$ cat config.mk
export PLATFORM = sky130hd
export DESIGN_NAME = sdram_port_arbiter
export DESIGN_NICKNAME = d
export VERILOG_FILES = /design/src/rtl/sdram_port_arbiter.sv
export SDC_FILE = /design/constraint.sdc
export NUM_CORES = 1
export LEC_CHECK = 0
export CORE_ASPECT_RATIO = 0.6
export CORE_MARGIN = 3
export CORE_UTILIZATION = 40
export CTS_CLUSTER_SIZE = 40
export DETAILED_ROUTE_END_ITERATION = 6
export PLACE_DENSITY = 0.76
export SYNTH_ARGS = -nofsm -noshare
export SYNTH_HDL_FRONTEND = slang
export SYNTH_SLANG_ARGS = --single-unit
$ cat constraint.sdc
create_clock -name clk -period 2.81 [get_ports clk]
set_clock_uncertainty 0.15 [all_clocks]
set_input_delay 0.562 -clock clk [delete_from_list [all_inputs] [get_ports clk]]
set_output_delay 0.562 -clock clk [all_outputs]
set_load 0.01 [all_outputs]
$ cat src/rtl/sdram_port_arbiter.sv
// Shares the single SDRAM controller port between the VGA framebuffer fetcher and the CPU bus.
// Fixed VGA priority with a CPU anti-starvation slot; read returns routed back by an in-order tag FIFO.
module sdram_port_arbiter #(
   parameter int unsigned ADDR_W       = 22,
   parameter int unsigned DATA_W       = 16,
   parameter int unsigned MAX_PENDING  = 4,
   parameter int unsigned STARVE_LIMIT = 8
) (
   input  logic              clk,
   input  logic              reset,
   input  logic [ADDR_W-1:0] vga_addr,
   input  logic              vga_read,
   output logic              vga_waitrequest,
   output logic [DATA_W-1:0] vga_readdata,
   output logic              vga_readdatavalid,
   input  logic [ADDR_W-1:0] cpu_addr,
   input  logic              cpu_read,
   input  logic              cpu_write,
   input  logic [DATA_W-1:0] cpu_writedata,
   input  logic [1:0]        cpu_byteenable,
   output logic              cpu_waitrequest,
   output logic [DATA_W-1:0] cpu_readdata,
   output logic              cpu_readdatavalid,
   output logic [ADDR_W-1:0] mem_addr,
   output logic              mem_read,
   output logic              mem_write,
   output logic [DATA_W-1:0] mem_writedata,
   output logic [1:0]        mem_byteenable,
   input  logic              mem_waitrequest,
   input  logic [DATA_W-1:0] mem_readdata,
   input  logic              mem_readdatavalid,
   output logic              err_orphan
);

   // MAX_PENDING must be a power of two >= 2 so the tag pointers wrap naturally.
   localparam int unsigned PtrW    = (MAX_PENDING > 1) ? $clog2(MAX_PENDING) : 1;
   localparam int unsigned CntW    = $clog2(MAX_PENDING + 1);
   localparam int unsigned StarveW = $clog2(STARVE_LIMIT + 1);

   typedef enum logic [0:0] {StIdle, StIssue} state_e;

   state_e              state_q, state_d;
   logic [ADDR_W-1:0]   addr_d;
   logic                read_d, write_d;
   logic [DATA_W-1:0]   wdata_d;
   logic [1:0]          be_d;

   logic [MAX_PENDING-1:0] tag_q;
   logic [PtrW-1:0]        wr_ptr_q, rd_ptr_q;
   logic [CntW-1:0]        outstanding_q, outstanding_d;
   logic [StarveW-1:0]     starve_q, starve_d;

   logic can_accept, read_ok, cpu_req, cpu_ok, vga_ok, cpu_force;
   logic grant_vga, grant_cpu;
   logic push, pop, orphan, ret_tag;

   always_comb begin
      can_accept = (state_q == StIdle) || !mem_waitrequest;
      read_ok    = outstanding_q < CntW'(MAX_PENDING);
      cpu_req    = cpu_read | cpu_write;
      cpu_ok     = cpu_write | (cpu_read & read_ok);
      vga_ok     = vga_read & read_ok;
      cpu_force  = cpu_req && (starve_q == StarveW'(STARVE_LIMIT));
      grant_vga  = 1'b0;
      grant_cpu  = 1'b0;
      if (can_accept) begin
         if (cpu_force) begin
            grant_cpu = cpu_ok;
         end else if (vga_read) begin
            grant_vga = vga_ok;
         end else begin
            grant_cpu = cpu_ok;
         end
      end
   end

   // Both waitrequests go high combinationally while reset is held.
   assign vga_waitrequest = !(reset && grant_vga);
   assign cpu_waitrequest = !(reset && grant_cpu);

   // A CPU read+write collision is treated as a write, so it never pushes a tag.
   assign push    = grant_vga | (grant_cpu & !cpu_write);
   assign pop     = mem_readdatavalid && (outstanding_q != '0);
   assign orphan  = mem_readdatavalid && (outstanding_q == '0);
   assign ret_tag = tag_q[rd_ptr_q];

   always_comb begin
      state_d = state_q;
      addr_d  = mem_addr;
      read_d  = mem_read;
      write_d = mem_write;
      wdata_d = mem_writedata;
      be_d    = mem_byteenable;
      if (grant_vga) begin
         state_d = StIssue;
         addr_d  = vga_addr;
         read_d  = 1'b1;
         write_d = 1'b0;
         wdata_d = '0;
         be_d    = 2'b11;
      end else if (grant_cpu) begin
         state_d = StIssue;
         addr_d  = cpu_addr;
         read_d  = !cpu_write;
         write_d = cpu_write;
         wdata_d = cpu_writedata;
         be_d    = cpu_byteenable;
      end else if (can_accept) begin
         state_d = StIdle;
         read_d  = 1'b0;
         write_d = 1'b0;
      end
   end

   always_comb begin
      outstanding_d = outstanding_q;
      if (push && !pop) begin
         outstanding_d = outstanding_q + CntW'(1);
      end else if (pop && !push) begin
         outstanding_d = outstanding_q - CntW'(1);
      end
      starve_d = starve_q;
      if (!cpu_req || grant_cpu) begin
         starve_d = '0;
      end else if (grant_vga && (starve_q != StarveW'(STARVE_LIMIT))) begin
         starve_d = starve_q + StarveW'(1);
      end
   end

   always_ff @(posedge clk or negedge reset) begin
      if (!reset) begin
         state_q        <= StIdle;
         mem_addr       <= '0;
         mem_read       <= 1'b0;
         mem_write      <= 1'b0;
         mem_writedata  <= '0;
         mem_byteenable <= '0;
      end else begin
         state_q        <= state_d;
         mem_addr       <= addr_d;
         mem_read       <= read_d;
         mem_write      <= write_d;
         mem_writedata  <= wdata_d;
         mem_byteenable <= be_d;
      end
   end

   always_ff @(posedge clk or negedge reset) begin
      if (!reset) begin
         tag_q         <= '0;
         wr_ptr_q      <= '0;
         rd_ptr_q      <= '0;
         outstanding_q <= '0;
         starve_q      <= '0;
      end else begin
         if (push) begin
            tag_q[wr_ptr_q] <= grant_cpu;
            wr_ptr_q        <= wr_ptr_q + PtrW'(1);
         end
         if (pop) begin
            rd_ptr_q <= rd_ptr_q + PtrW'(1);
         end
         outstanding_q <= outstanding_d;
         starve_q      <= starve_d;
      end
   end

   always_ff @(posedge clk or negedge reset) begin
      if (!reset) begin
         vga_readdata      <= '0;
         vga_readdatavalid <= 1'b0;
         cpu_readdata      <= '0;
         cpu_readdatavalid <= 1'b0;
         err_orphan        <= 1'b0;
      end else begin
         vga_readdatavalid <= pop & !ret_tag;
         cpu_readdatavalid <= pop & ret_tag;
         if (pop && !ret_tag) begin
            vga_readdata <= mem_readdata;
         end
         if (pop && ret_tag) begin
            cpu_readdata <= mem_readdata;
         end
         err_orphan <= err_orphan | orphan;
      end
   end

endmodule

==> results.json <==
{
  "synth.cell_area_sq_um": 4050,
  "synthTopCellsByArea": "sky130_fd_sc_hd__dfrtp_1 57%, sky130_fd_sc_hd__a21oi_1 7.4%, sky130_fd_sc_hd__mux2_2 6.7%",
  "peak_supply_drop_mv": 0.500,
  "final-max-slew-violation-count": 0,
  "clock.fmax_mhz": 372,
  "chipHeight_um": 83.9,
  "global_route.overflow_total": 0,
  "critPathCaptureType": "primary output",
  "relSlewSlack_pct": 50.4,
  "largest_family_of_logic_cells_by_synthesized_area": "compound AO/OA/AOI/OAI gates",
  "place_congestion": 0.792,
  "synth_xor_xnor_area_share_pct": 1.73,
  "routed_wire_length_per_instance_um": 15.9,
  "layout.cells.most_common": "sky130_fd_sc_hd__clkdlybuf4s50_1",
  "synth_mux_area_share_pct": 11.4,
  "worst_slew_pin_slew_ns": 0.743,
  "synth_top_area_share_pct": 57.5,
  "cts_tree": "done",
  "power.static_leakage_nw": 2.71,
  "drt_first_pass_iters": 4,
  "grt_max_degree": 62,
  "timing.setup.critical_path_class": "input port to primary output",
  "share_of_synthesized_area_occupied_by_flip_flops_and_latches_pct": 57.5,
  "route.detailed.vias_per_inst": 4.93,
  "postSynthNetCount": 456,
  "outcome": "completed",
  "mostFrequentLayoutCells": "160 x sky130_fd_sc_hd__clkdlybuf4s50_1, 93 x sky130_fd_sc_hd__dfrtp_1, 63 x sky130_fd_sc_hd__nand2_1",
  "row_count": 27,
  "powerDensity_nw_per_um2": 1040,
  "worstHoldPathType": "input port to asynchronous set/reset pin",
  "gate_count_after_technology_mapping": 363,
  "die_area_sq_um": 11400,
  "cts.clk_slew.worst_paths_ns": 0.06,
  "ys.flop_type": "sky130_fd_sc_hd__dfrtp_1",
  "start_util_pct": 42.7,
  "post_cts_hold_buffer_count": 0,
  "grt_setup_unrepaired": "false",
  "ys.warnings.count": 0,
  "critical_path_arrival_ns": 1.98,
  "crit_required_ns": 2.10,
  "antenna_cells_inserted": 0,
  "timing.critical_path.fanout_max": 3,
  "clock_buffer_count_from_cts": 9,
  "post-synth-top-area-cell": "sky130_fd_sc_hd__dfrtp_1",
  "synthToLayoutAreaGrowth_pct": 53.0,
  "max-cap-violations": 0,
  "first_global_vias": 3354,
  "critical_path.slowest_cell": "sky130_fd_sc_hd__clkdlybuf4s50_1",
  "synth_enable_flop_cells": 0,
  "std_cell_core_area_sq_um": 9490,
  "nets": 629,
  "ctsRootBufferMaster": "sky130_fd_sc_hd__clkbuf_16",
  "gr-usage-all-layers_pct": 19.2,
  "synth_seq_cells": 93,
  "vias": 3304,
  "fin_cells": 670,
  "crit_path_start_kind": "input port",
  "detailedRoute.firstIterationViolations": 149,
  "final_sum_of_negative_setup_slack_ns": 0,
  "worstSkewPairLatency_ns": 0.34,
  "dieWidth_um": 136,
  "synth_compound_gate_area_share_pct": 11.8,
  "synth_adder_area_share_pct": 2.66,
  "crit_path_max_incr_delay_ns": 0.50,
  "antenna_found_initial": 0,
  "worstPathCellList": "clkdlybuf4s50_1 -> nor2b_1 -> o221a_2 -> nand2_1 -> dlygate4sd2_1",
  "yosys.area_share.simple_pct": 11.4,
  "kind_of_cell_with_the_highest_combined_delay_on_the_critical_path": "buffers and inverters",
  "timing_hold_violations_final": 0,
  "grt_first_pass_wirelength_um": 17200,
  "dp_cells": 655,
  "detailed_place_hpwl_um": 7880,
  "port-buffer-count": 163,
  "synthDistinctLibCells": 40,
  "numClockSinks": 93,
  "syn_avg_cell_area_sq_um": 11.2,
  "min_period_over_period_pct": 95.7,
  "async_flop_share_pct": 100,
  "postRouteAntennaNets": 0,
  "worst-path-buf-inv": 2,
  "drt_wl_total_um": 10600,
  "layout-drive-gt1-share_pct": 14.4,
  "clock_path_buffers": 2,
  "layout.filler_cells": 738,
  "ctsHtreeMaxLevel": 3,
  "ios": 164,
  "timing.final.setup_violations": 0,
  "final_period_minus_worst_setup_slack_ns": 2.69,
  "residual_drc": 0
}
state kept, by name (all words and copies together), names as in the netlist, 2 cells and up:
register,count
tag_q,4
mem_byteenable,2
mem_addr,22
cpu_readdata,16
rd_ptr_q,2
starve_q,4
wr_ptr_q,2
mem_writedata,16
outstanding_q,3
vga_readdata,16
layout make-up:
cell class / instances / area [sq um] / area share [%]
timing repair buffer: 180 / 1780 / 28.7
inverter: 10 / 37.5 / 0.606
clock buffer: 9 / 225 / 3.63
clock inverter: 6 / 71.3 / 1.15
sequential: 93 / 2330 / 37.6
multi-input combinational: 242 / 1590 / 25.7
tap: 130 / 163 / 2.63
layer usage:
layer | share of wire, % | track usage, % | vias up
li1 | - | - | 1573
met1 | 43 | 24.1 | 1580
met2 | 46 | 30.7 | 139
met3 | 9.8 | 7.83 | 12
met4 | 1.5 | 5.12 | 0
met5 | 0 | 0 | -
what timing repair did:
item | CTS | global route
gates resized for setup | 2 | 0
buffers inserted | 0 | 0
endpoints found under the setup margin | 2 | 0
cell usage after synthesis, types with 3 or more instances:
| cell | instances |
|---|---|
| sky130_fd_sc_hd__nand3_1 | 3 |
| sky130_fd_sc_hd__buf_2 | 7 |
| sky130_fd_sc_hd__xnor2_1 | 6 |
| sky130_fd_sc_hd__a21oi_1 | 60 |
| sky130_fd_sc_hd__dfrtp_1 | 93 |
| sky130_fd_sc_hd__inv_1 | 9 |
| sky130_fd_sc_hd__o31ai_1 | 5 |
| sky130_fd_sc_hd__nand2_1 | 63 |
| sky130_fd_sc_hd__ha_1 | 7 |
| sky130_fd_sc_hd__nor2_1 | 31 |
| sky130_fd_sc_hd__o21ai_0 | 5 |
| sky130_fd_sc_hd__mux2_2 | 24 |
| sky130_fd_sc_hd__clkbuf_1 | 9 |
| sky130_fd_sc_hd__mux2_4 | 10 |
path summary, 6_finish.rpt:
path	start	to	slack (ns)	cells after the start
max in group asynchronous	reset	mem_addr[0]	1.76	2
worst min-delay path	reset	state_q	0.13	2
worst max-delay path	cpu_read	cpu_waitrequest	0.12	5
min in group clk	err_orphan	err_orphan	0.31	1
worst max register to register	starve_q[0]	outstanding_q[1]	0.40	9
worst min register to register	err_orphan	err_orphan	0.31	1
through the flow:
stage / utilization [%] / hold WS, ns / area, sq um / setup slack [ns] / power [W]
floorplan: - / 0.116 / 4050 / 0.391 / 0.00376
global placement: 62.2 / 0.292 / 5900 / -0.0234 / 0.00520
detailed placement: 62.2 / 0.298 / 5900 / -0.0789 / 0.00530
CTS: 65.3 / 0.136 / 6200 / 0.130 / 0.00654
global route: 65.3 / 0.162 / 6200 / 0.0766 / 0.00689
finish: 65.3 / 0.126 / 6200 / 0.119 / 0.00645
report_power, final:
part / leakage (nW) / total, W / switching [W] / internal (W)
Clock: 0.139 / 0.00121 / 0.000521 / 0.000692
Combinational: 1.44 / 0.00292 / 0.00123 / 0.00169
Sequential: 1.13 / 0.00232 / 0.000367 / 0.00195
Total: 2.71 / 0.00645 / 0.00211 / 0.00434
cells by family (layout without fill, tap and decap cells):
| group | after synthesis | after routing |
|---|---|---|
| AND/OR/NAND/NOR | 107 | 107 |
| XOR/XNOR | 8 | 8 |
| flip-flops | 93 | 93 |
| adder cells (fa/ha/maj) | 8 | 8 |
| multiplexers | 37 | 37 |
| buffers and inverters | 28 | 205 |
| AO/OA/AOI/OAI | 82 | 82 |
No activity file was read; power rests on OpenSTA's default activity.
